$ cat config.mk
export PLATFORM = sky130hd
export DESIGN_NAME = response_encoder
export DESIGN_NICKNAME = d
export VERILOG_FILES = /design/src/rtl/response_encoder.sv
export SDC_FILE = /design/constraint.sdc
export NUM_CORES = 1
export LEC_CHECK = 0
export ABC_AREA = 1
export CAP_MARGIN = 10
export CORE_MARGIN = 4
export CORE_UTILIZATION = 40
export CTS_CLUSTER_DIAMETER = 30
export CTS_CLUSTER_SIZE = 28
export DETAILED_ROUTE_END_ITERATION = 8
export SYNTH_ARGS = -nofsm -noshare
export SYNTH_HDL_FRONTEND = slang
export SYNTH_SLANG_ARGS = --single-unit
$ cat constraint.sdc
create_clock -name clock -period 3.2 [get_ports clock]
set_input_delay 0.64 -clock clock [delete_from_list [all_inputs] [get_ports clock]]
set_output_delay 0.64 -clock clock [all_outputs]
set_load 0.02 [all_outputs]
$ cat src/rtl/response_encoder.sv
// Transmit side of the host UART link. Sends a one-byte status frame for every decoded
// command, or status plus four data bytes (LSB byte first) for a successful read, through
// a built-in 8N1 serializer that drives the TX pin directly.
module response_encoder #(
  parameter int unsigned CLKS_PER_BIT = 87
) (
  input  logic        clock,
  input  logic        reset,
  input  logic        i_start,
  input  logic        i_readwrite,
  input  logic [1:0]  i_error,
  input  logic [31:0] i_data,
  output logic        o_serial,
  output logic        o_busy,
  output logic        o_done,
  output logic [2:0]  o_state
);

  localparam int unsigned BaudW = (CLKS_PER_BIT > 1) ? $clog2(CLKS_PER_BIT) : 1;
  localparam logic [BaudW-1:0] BaudLast = BaudW'(CLKS_PER_BIT - 1);

  typedef enum logic [2:0] {
    StIdle  = 3'd0,
    StStart = 3'd1,
    StData  = 3'd2,
    StStop  = 3'd3,
    StNext  = 3'd4
  } state_e;

  state_e            state_q, state_d;
  logic [BaudW-1:0]  baud_q, baud_d;
  logic [2:0]        bit_q, bit_d;
  logic [2:0]        byte_idx_q, byte_idx_d;
  logic              readwrite_q, readwrite_d;
  logic [1:0]        error_q, error_d;
  logic [31:0]       data_q, data_d;
  logic              serial_q, serial_d;
  logic              done_q, done_d;

  logic [7:0]        cur_byte;
  logic [2:0]        last_idx;
  logic              baud_end;
  logic [2:0]        bit_next;

  assign baud_end = (baud_q == BaudLast);
  assign bit_next = bit_q + 3'd1;
  // Only a successful read carries the four data bytes.
  assign last_idx = (readwrite_q && (error_q == 2'b00)) ? 3'd4 : 3'd0;

  // Select the byte currently on the wire: status first, then data LSB byte first.
  always_comb begin
    cur_byte = {4'hA, 1'b0, readwrite_q, error_q};
    case (byte_idx_q)
      3'd1:    cur_byte = data_q[7:0];
      3'd2:    cur_byte = data_q[15:8];
      3'd3:    cur_byte = data_q[23:16];
      3'd4:    cur_byte = data_q[31:24];
      default: cur_byte = {4'hA, 1'b0, readwrite_q, error_q};
    endcase
  end

  // Next-state logic; the serial line value is computed one cycle ahead so it is registered.
  always_comb begin
    state_d     = state_q;
    baud_d      = baud_q;
    bit_d       = bit_q;
    byte_idx_d  = byte_idx_q;
    readwrite_d = readwrite_q;
    error_d     = error_q;
    data_d      = data_q;
    serial_d    = serial_q;
    done_d      = 1'b0;

    case (state_q)
      StIdle: begin
        serial_d = 1'b1;
        if (i_start) begin
          readwrite_d = i_readwrite;
          error_d     = i_error;
          data_d      = i_data;
          byte_idx_d  = 3'd0;
          bit_d       = 3'd0;
          baud_d      = '0;
          serial_d    = 1'b0;
          state_d     = StStart;
        end
      end
      StStart: begin
        if (baud_end) begin
          baud_d   = '0;
          bit_d    = 3'd0;
          serial_d = cur_byte[0];
          state_d  = StData;
        end else begin
          baud_d = baud_q + BaudW'(1);
        end
      end
      StData: begin
        if (baud_end) begin
          baud_d = '0;
          if (bit_q == 3'd7) begin
            serial_d = 1'b1;
            state_d  = StStop;
          end else begin
            bit_d    = bit_next;
            serial_d = cur_byte[bit_next];
          end
        end else begin
          baud_d = baud_q + BaudW'(1);
        end
      end
      StStop: begin
        if (baud_end) begin
          baud_d = '0;
          if (byte_idx_q < last_idx) begin
            // Next byte follows immediately, no idle gap between frames' bytes.
            byte_idx_d = byte_idx_q + 3'd1;
            serial_d   = 1'b0;
            state_d    = StStart;
          end else begin
            serial_d = 1'b1;
            done_d   = 1'b1;
            state_d  = StIdle;
          end
        end else begin
          baud_d = baud_q + BaudW'(1);
        end
      end
      default: begin
        // StNext and any illegal encoding recover to idle with the line released.
        baud_d   = '0;
        bit_d    = 3'd0;
        serial_d = 1'b1;
        state_d  = StIdle;
      end
    endcase
  end

  // State and datapath registers; reset releases the line high immediately.
  always_ff @(posedge clock or posedge reset) begin
    if (reset) begin
      state_q     <= StIdle;
      baud_q      <= '0;
      bit_q       <= 3'd0;
      byte_idx_q  <= 3'd0;
      readwrite_q <= 1'b0;
      error_q     <= 2'b00;
      data_q      <= 32'd0;
      serial_q    <= 1'b1;
      done_q      <= 1'b0;
    end else begin
      state_q     <= state_d;
      baud_q      <= baud_d;
      bit_q       <= bit_d;
      byte_idx_q  <= byte_idx_d;
      readwrite_q <= readwrite_d;
      error_q     <= error_d;
      data_q      <= data_d;
      serial_q    <= serial_d;
      done_q      <= done_d;
    end
  end

  assign o_serial = serial_q;
  assign o_done   = done_q;
  assign o_busy   = (state_q == StStart) || (state_q == StData) || (state_q == StStop);
  assign o_state  = state_q;

endmodule

======== Word-level counts from Yosys, hierarchy flattened ========
Cells that the tools add are included.
operators by class
  $add $sub $neg .......................... 3
  $lt $le $gt $ge ......................... 2
  equality and inequality tests ........... 16
  muxes and demuxes ....................... 31
  bitwise operators ....................... 1
  reduce and logical (&&, ||, !) cells .... 12
operator list
  cell                 count
  $mux 3               12
  $pmux 8 s4           1
  $pmux 3 s4           2
  $mux 7               2
  $ne 2x2->1 const B   7
  $pmux 7 s2           1
  $eq 3x2->1 const B   4
  $mux 1               10
  $reduce_and 5->1     2
  $add 7x1->7 const B  1
  $eq 7x7->1 const B   1
  $add 3x1->3 const B  2
  $eq 3x1->1 const B   2
  $eq 3x3->1 const B   2
  $pmux 3 s2           1
  $lt 3x4->1 const B   1
  $pmux 1 s4           1
  $reduce_and 4->1     1
  $bmux 1 s3           1
  $logic_not 3->1      1
  $lt 3x3->1           1
  $reduce_and 3->1     1
  $reduce_or 3->1      1
  $logic_not 2->1      1
  5 further kinds      6
storage, ports and cells
  register bits after elaboration ......... 53
  bits of input ports ..................... 38
  output and inout port bits .............. 6
  word-level logic and storage cells ...... 74

======== Depth between registers and ports, before layout ========
  depth in word-level cells ............... 7
  mapped depth ............................ 13
  gate-level depth less buffers ........... 13

======== Worst setup path after synthesis ========
Ideal clock, no wire load.
  kind .................................... register -> register
  start point ............................. reg state_q[0] (netlist: o_state[0])
  end point ............................... reg data_q[10]
  library setup time ...................... 0.125 ns
  arrival time ............................ 1.550 ns
  data required time ...................... 3.075 ns
  path slack .............................. 1.525 ns
  cell stages (with the launch flop) ...... 6
  buffers on the path ..................... 1
  period minus slack after synthesis ...... 1.675 ns
  cell sequence ........................... dfrtp_1 -> inv_1 -> ha_1 -> nand2_2 -> buf_2 -> mux2_2
between the ends
  word-level cells in the longest chain between the ends .. 2
RTL lines
  what                               line  text
  start, declared                    30    state_e state_q, state_d;
  start signal, assigned             142   state_q <= StIdle;
  start signal, assigned             152   state_q <= state_d;
  $logic_not 3->1                    74    case (state_q)
  $reduce_and 2->1 (no source line)  -
  end signal, assigned               158   data_q <= data_d;
  end, declared                      36    logic [31:0] data_q, data_d;
No other way between the ends.
A chain may end at the register's enable or synchronous reset.

======== Worst setup path after layout ========
  start point ............................. reg state_q[0] (netlist: o_state[0])
  end point ............................... out o_busy
between the ends
  word-level cells in the longest chain between the ends .. 3
  elaborated cells on any way between the ends .. 5
  classes of those cells .................. eq/ne (3); reduce/logical (2)
RTL lines
  what                                      line  text
  $eq 3x1->1 or $eq 3x2->1 (tied branches)  166   assign o_busy = (state_q == StStart) || (state_q == StData) || (state_q == StStop);
  $logic_or 1x1->1                          166
  $logic_or 1x1->1 *                        166
  end, declared                             14    output logic o_busy,
Every way passes the cells marked *; elsewhere a longest branch is shown, timed or not.

==> metrics.log <==
[metrics] placeable core region: around 0.0068 sq mm
[metrics] sum of routed wire length over all layers: slightly below 6000 microns
[metrics] final instance count without filler cells: 435
[metrics] maximum fanout along the worst path: 5
[metrics] root buffer selected by CTS: sky130_fd_sc_hd__clkbuf_8
[metrics] first-pass GRT wire length: 9825 microns
[metrics] overall power: between 1.5 and 2 mW
[metrics] Static Leak: 1.726 nW
[metrics] final worst-path setup slack: about 850 ps
[metrics] family with the most delay on the worst path: buffers and inverters
[metrics] netlist area before placement: around 0.0028 sq mm
[metrics] slowest CP cell: sky130_fd_sc_hd__clkdlybuf4s50_1
[metrics] global placement routability congestion: between 0.8 and 0.9
[metrics] die height: 92.01 microns
[metrics] Pwr per Cell Area: about 460 mW/mm^2
[metrics] worst hold slack: 514.5 ps
[metrics] dominant cell type by count on the critical path: sky130_fd_sc_hd__inv_1
[metrics] Period minus WS final: 2346 ps
[metrics] Antenna Cells: 0
[metrics] count of buffering cells on the critical path with inverters included: 3
[metrics] number of buffers between clock root and the deepest sink: 2
[metrics] synthesized instance count: 294
[metrics] total gr overflow: 0
[metrics] share of the core filled with cells: 50.15%
[metrics] crit path capture type: output pin
[metrics] num ports: 44
[metrics] number of CTS-inserted buffers: 5
[metrics] category of the critical setup timing path: reg -> out
[metrics] Detail Route Antenna Nets: 0
[metrics] relative max-transition margin: 44.08%
[metrics] Slew Viols, Final: 0
[metrics] post-route cell area: 0.003426 sq mm
[metrics] worst setup slack before clock tree synthesis: between 700 and 800 ps
[metrics] number of antenna violations at the first check in global routing: 0
[metrics] transition at the pin with the smallest max-transition slack: 835.9 ps
[metrics] final-report hold violation count: 0
[metrics] delay contributed by the slowest stage of the critical path: 590 ps
[metrics] routed via count divided by cell count: 4.867
[metrics] TritonCTS clock tree: built
[metrics] maximum resistive drop on vdd: 0.0002503 V
[metrics] synthesis-to-layout area growth: 21.37%
[metrics] number of buffers inserted by post-CTS setup repair: 0
[metrics] CTS clock-pin slew for the worst setup and hold paths: 100 ps
[metrics] sequential area share after synthesis: 46.14%
[metrics] vias in the first global route: 2017
[metrics] final-stage net count: between 300 and 400
[metrics] final clock period utilization by the worst path: 73.32%
[metrics] endpoint arrival time on the critical path: 1710 ps
[metrics] starting density of the core: around two fifths
[metrics] RSZ-0062 raised after global routing: no
[metrics] mean post-synth cell area: 9.601 sq um
[metrics] hold buffer count at CTS: 0
[metrics] floorplan die width: between 90 and 100 microns
[metrics] cell total after placement: around 430
[metrics] Synth Register Bits: 52
[metrics] DRC errors left: 0
[metrics] clock latency on the worst-skew pair: 310 ps
[metrics] run status: finished, final reports clean
[metrics] via count of the routed design: 2117
[metrics] global-route total usage across every layer: 14.69%
[metrics] FP Rows: 30
[metrics] required time of the critical path: 2560 ps
[metrics] nature of the critical path startpoint: flip-flop
[metrics] area post-placement: between 0.003 and 0.004 sq mm
[metrics] # clock sinks: between 50 and 60
[metrics] number of distinct library cells after synthesis: 33
[metrics] synth warn: 0
[metrics] pin count of the biggest net entering global routing: 37
[metrics] half-perimeter wire length of the detailed placement result: 4438 microns
[metrics] Peak Freq: 0.4262 GHz
[metrics] final setup violation count: 0
[metrics] kind of path behind the tightest hold check: reg -> reg
[metrics] Final Skew: 7.794 ps
[metrics] cells resized by post-CTS repair: 0
[metrics] reported max-cap violation count: 0
[metrics] syn_nets: 346
[metrics] Iter 0 DRT Violations: 64
[metrics] per-cell routed wire length: 13.42 microns
[metrics] fraction of final layout cells sized beyond drive strength 1: 18.88%
[metrics] port buffer count: 42
[metrics] number of levels the H-tree was split into: 2
[metrics] First-pass DRT Iterations: 4
[metrics] Sum Neg Setup Slack: 0 ps
[metrics] critical path, cell by cell: inv_1 > ha_1 > inv_1 > clkdlybuf4s50_1
[metrics] die footprint: about 0.0085 sq mm
==> power breakdown <==
part | internal (mW) | switching [mW]
clock | 0.177 | 0.223
combinational | 0.170 | 0.217
sequential | 0.721 | 0.0572
total | 1.07 | 0.497
==> final cells by class <==
type,count,area [sq um]
fillers,665,3406
clock inverters,2,13.76
inverters,27,103.9
flip-flops and latches,52,1303
well taps,96,120.1
repair buffers,44,435.4
multi-input cells,208,1368
clock buffers,6,82.58
==> cell usage after synthesis, drive strengths merged <==
cell type	count	area (sq um)
nand2	70	275.3
dfrtp	51	1276
mux2	34	382.9
nand3	28	165.2
inv	27	103.9
nor2	18	98.84
a21oi	16	95.10
o21ai	15	82.58
ha	14	175.2
buf	6	45.04
nand4	4	25.02
o211ai	3	27.52
a22oi	1	7.510
a31oi	1	6.260
clkbuf	1	3.750
conb	1	3.750
dfstp	1	26.28
o21bai	1	7.510
o22ai	1	6.260
xor2	1	8.760
==> layer usage <==
layer | track usage (%) | part of all wire [%] | wire length, microns
met1 | 19.93 | 48 | 2794
met2 | 22.99 | 46 | 2692
met3 | 3.856 | 4.2 | 243
met4 | 4.579 | 1.8 | 108
met5 | 0 | 0 | 0
==> worst register-to-register path, stage by stage, from the launching register on <==
cell and delay [ps]:
sky130_fd_sc_hd__dfrtp_1 420, sky130_fd_sc_hd__inv_1 100, sky130_fd_sc_hd__ha_1 250, sky130_fd_sc_hd__nand2_2 620, sky130_fd_sc_hd__mux2_2 440
==> logic make-up (layout without fill, tap and decap cells) <==
logic type | count (synthesis) | after routing | share of synthesized area [%]
compound gates | 38 | 38 | 8.245
xor+xnor | 1 | 1 | 0.3103
fa+ha+maj | 14 | 14 | 6.206
buf+inv | 34 | 79 | 5.408
flops | 52 | 52 | 46.14
mux | 34 | 34 | 13.56
other cells | 1 | 1 | 0.1329
simple gates | 120 | 120 | 19.99
==> registers in the layout, summed over array words and instances (netlist names) <==
name         cells
data_q          32
bit_q            3
byte_idx_q       3
readwrite_q      1
o_serial         1
baud_q           7
error_q          2
o_state          2
o_done           1
==> cells in the final DEF (no fill, tap or decap), drive strengths merged <==
cell type / n
nand2: 70
dfrtp: 51
clkdlybuf4s50: 42
mux2: 34
nand3: 28
inv: 28
nor2: 18
a21oi: 16
o21ai: 15
ha: 14
clkbuf: 6
nand4: 4
o211ai: 3
buf: 2
a31oi: 1
o22ai: 1
xor2: 1
o21bai: 1
a22oi: 1
conb: 1
clkinv: 1
dfstp: 1
==> worst paths after layout <==
kind / from / to / slack (ps) / cells past startpoint
worst max-delay path: o_state[0] / o_busy / 850 / 4
worst min-delay path: data_q[27] / data_q[27] / 510 / 2
worst max register to register: o_state[0] / data_q[16] / 1260 / 4
worst min register to register: data_q[27] / data_q[27] / 510 / 2
max in group asynchronous: reset / o_serial / 1830 / 3
min in group asynchronous: reset / data_q[26] / 670 / 2
Power figures use the tool's default switching activity.
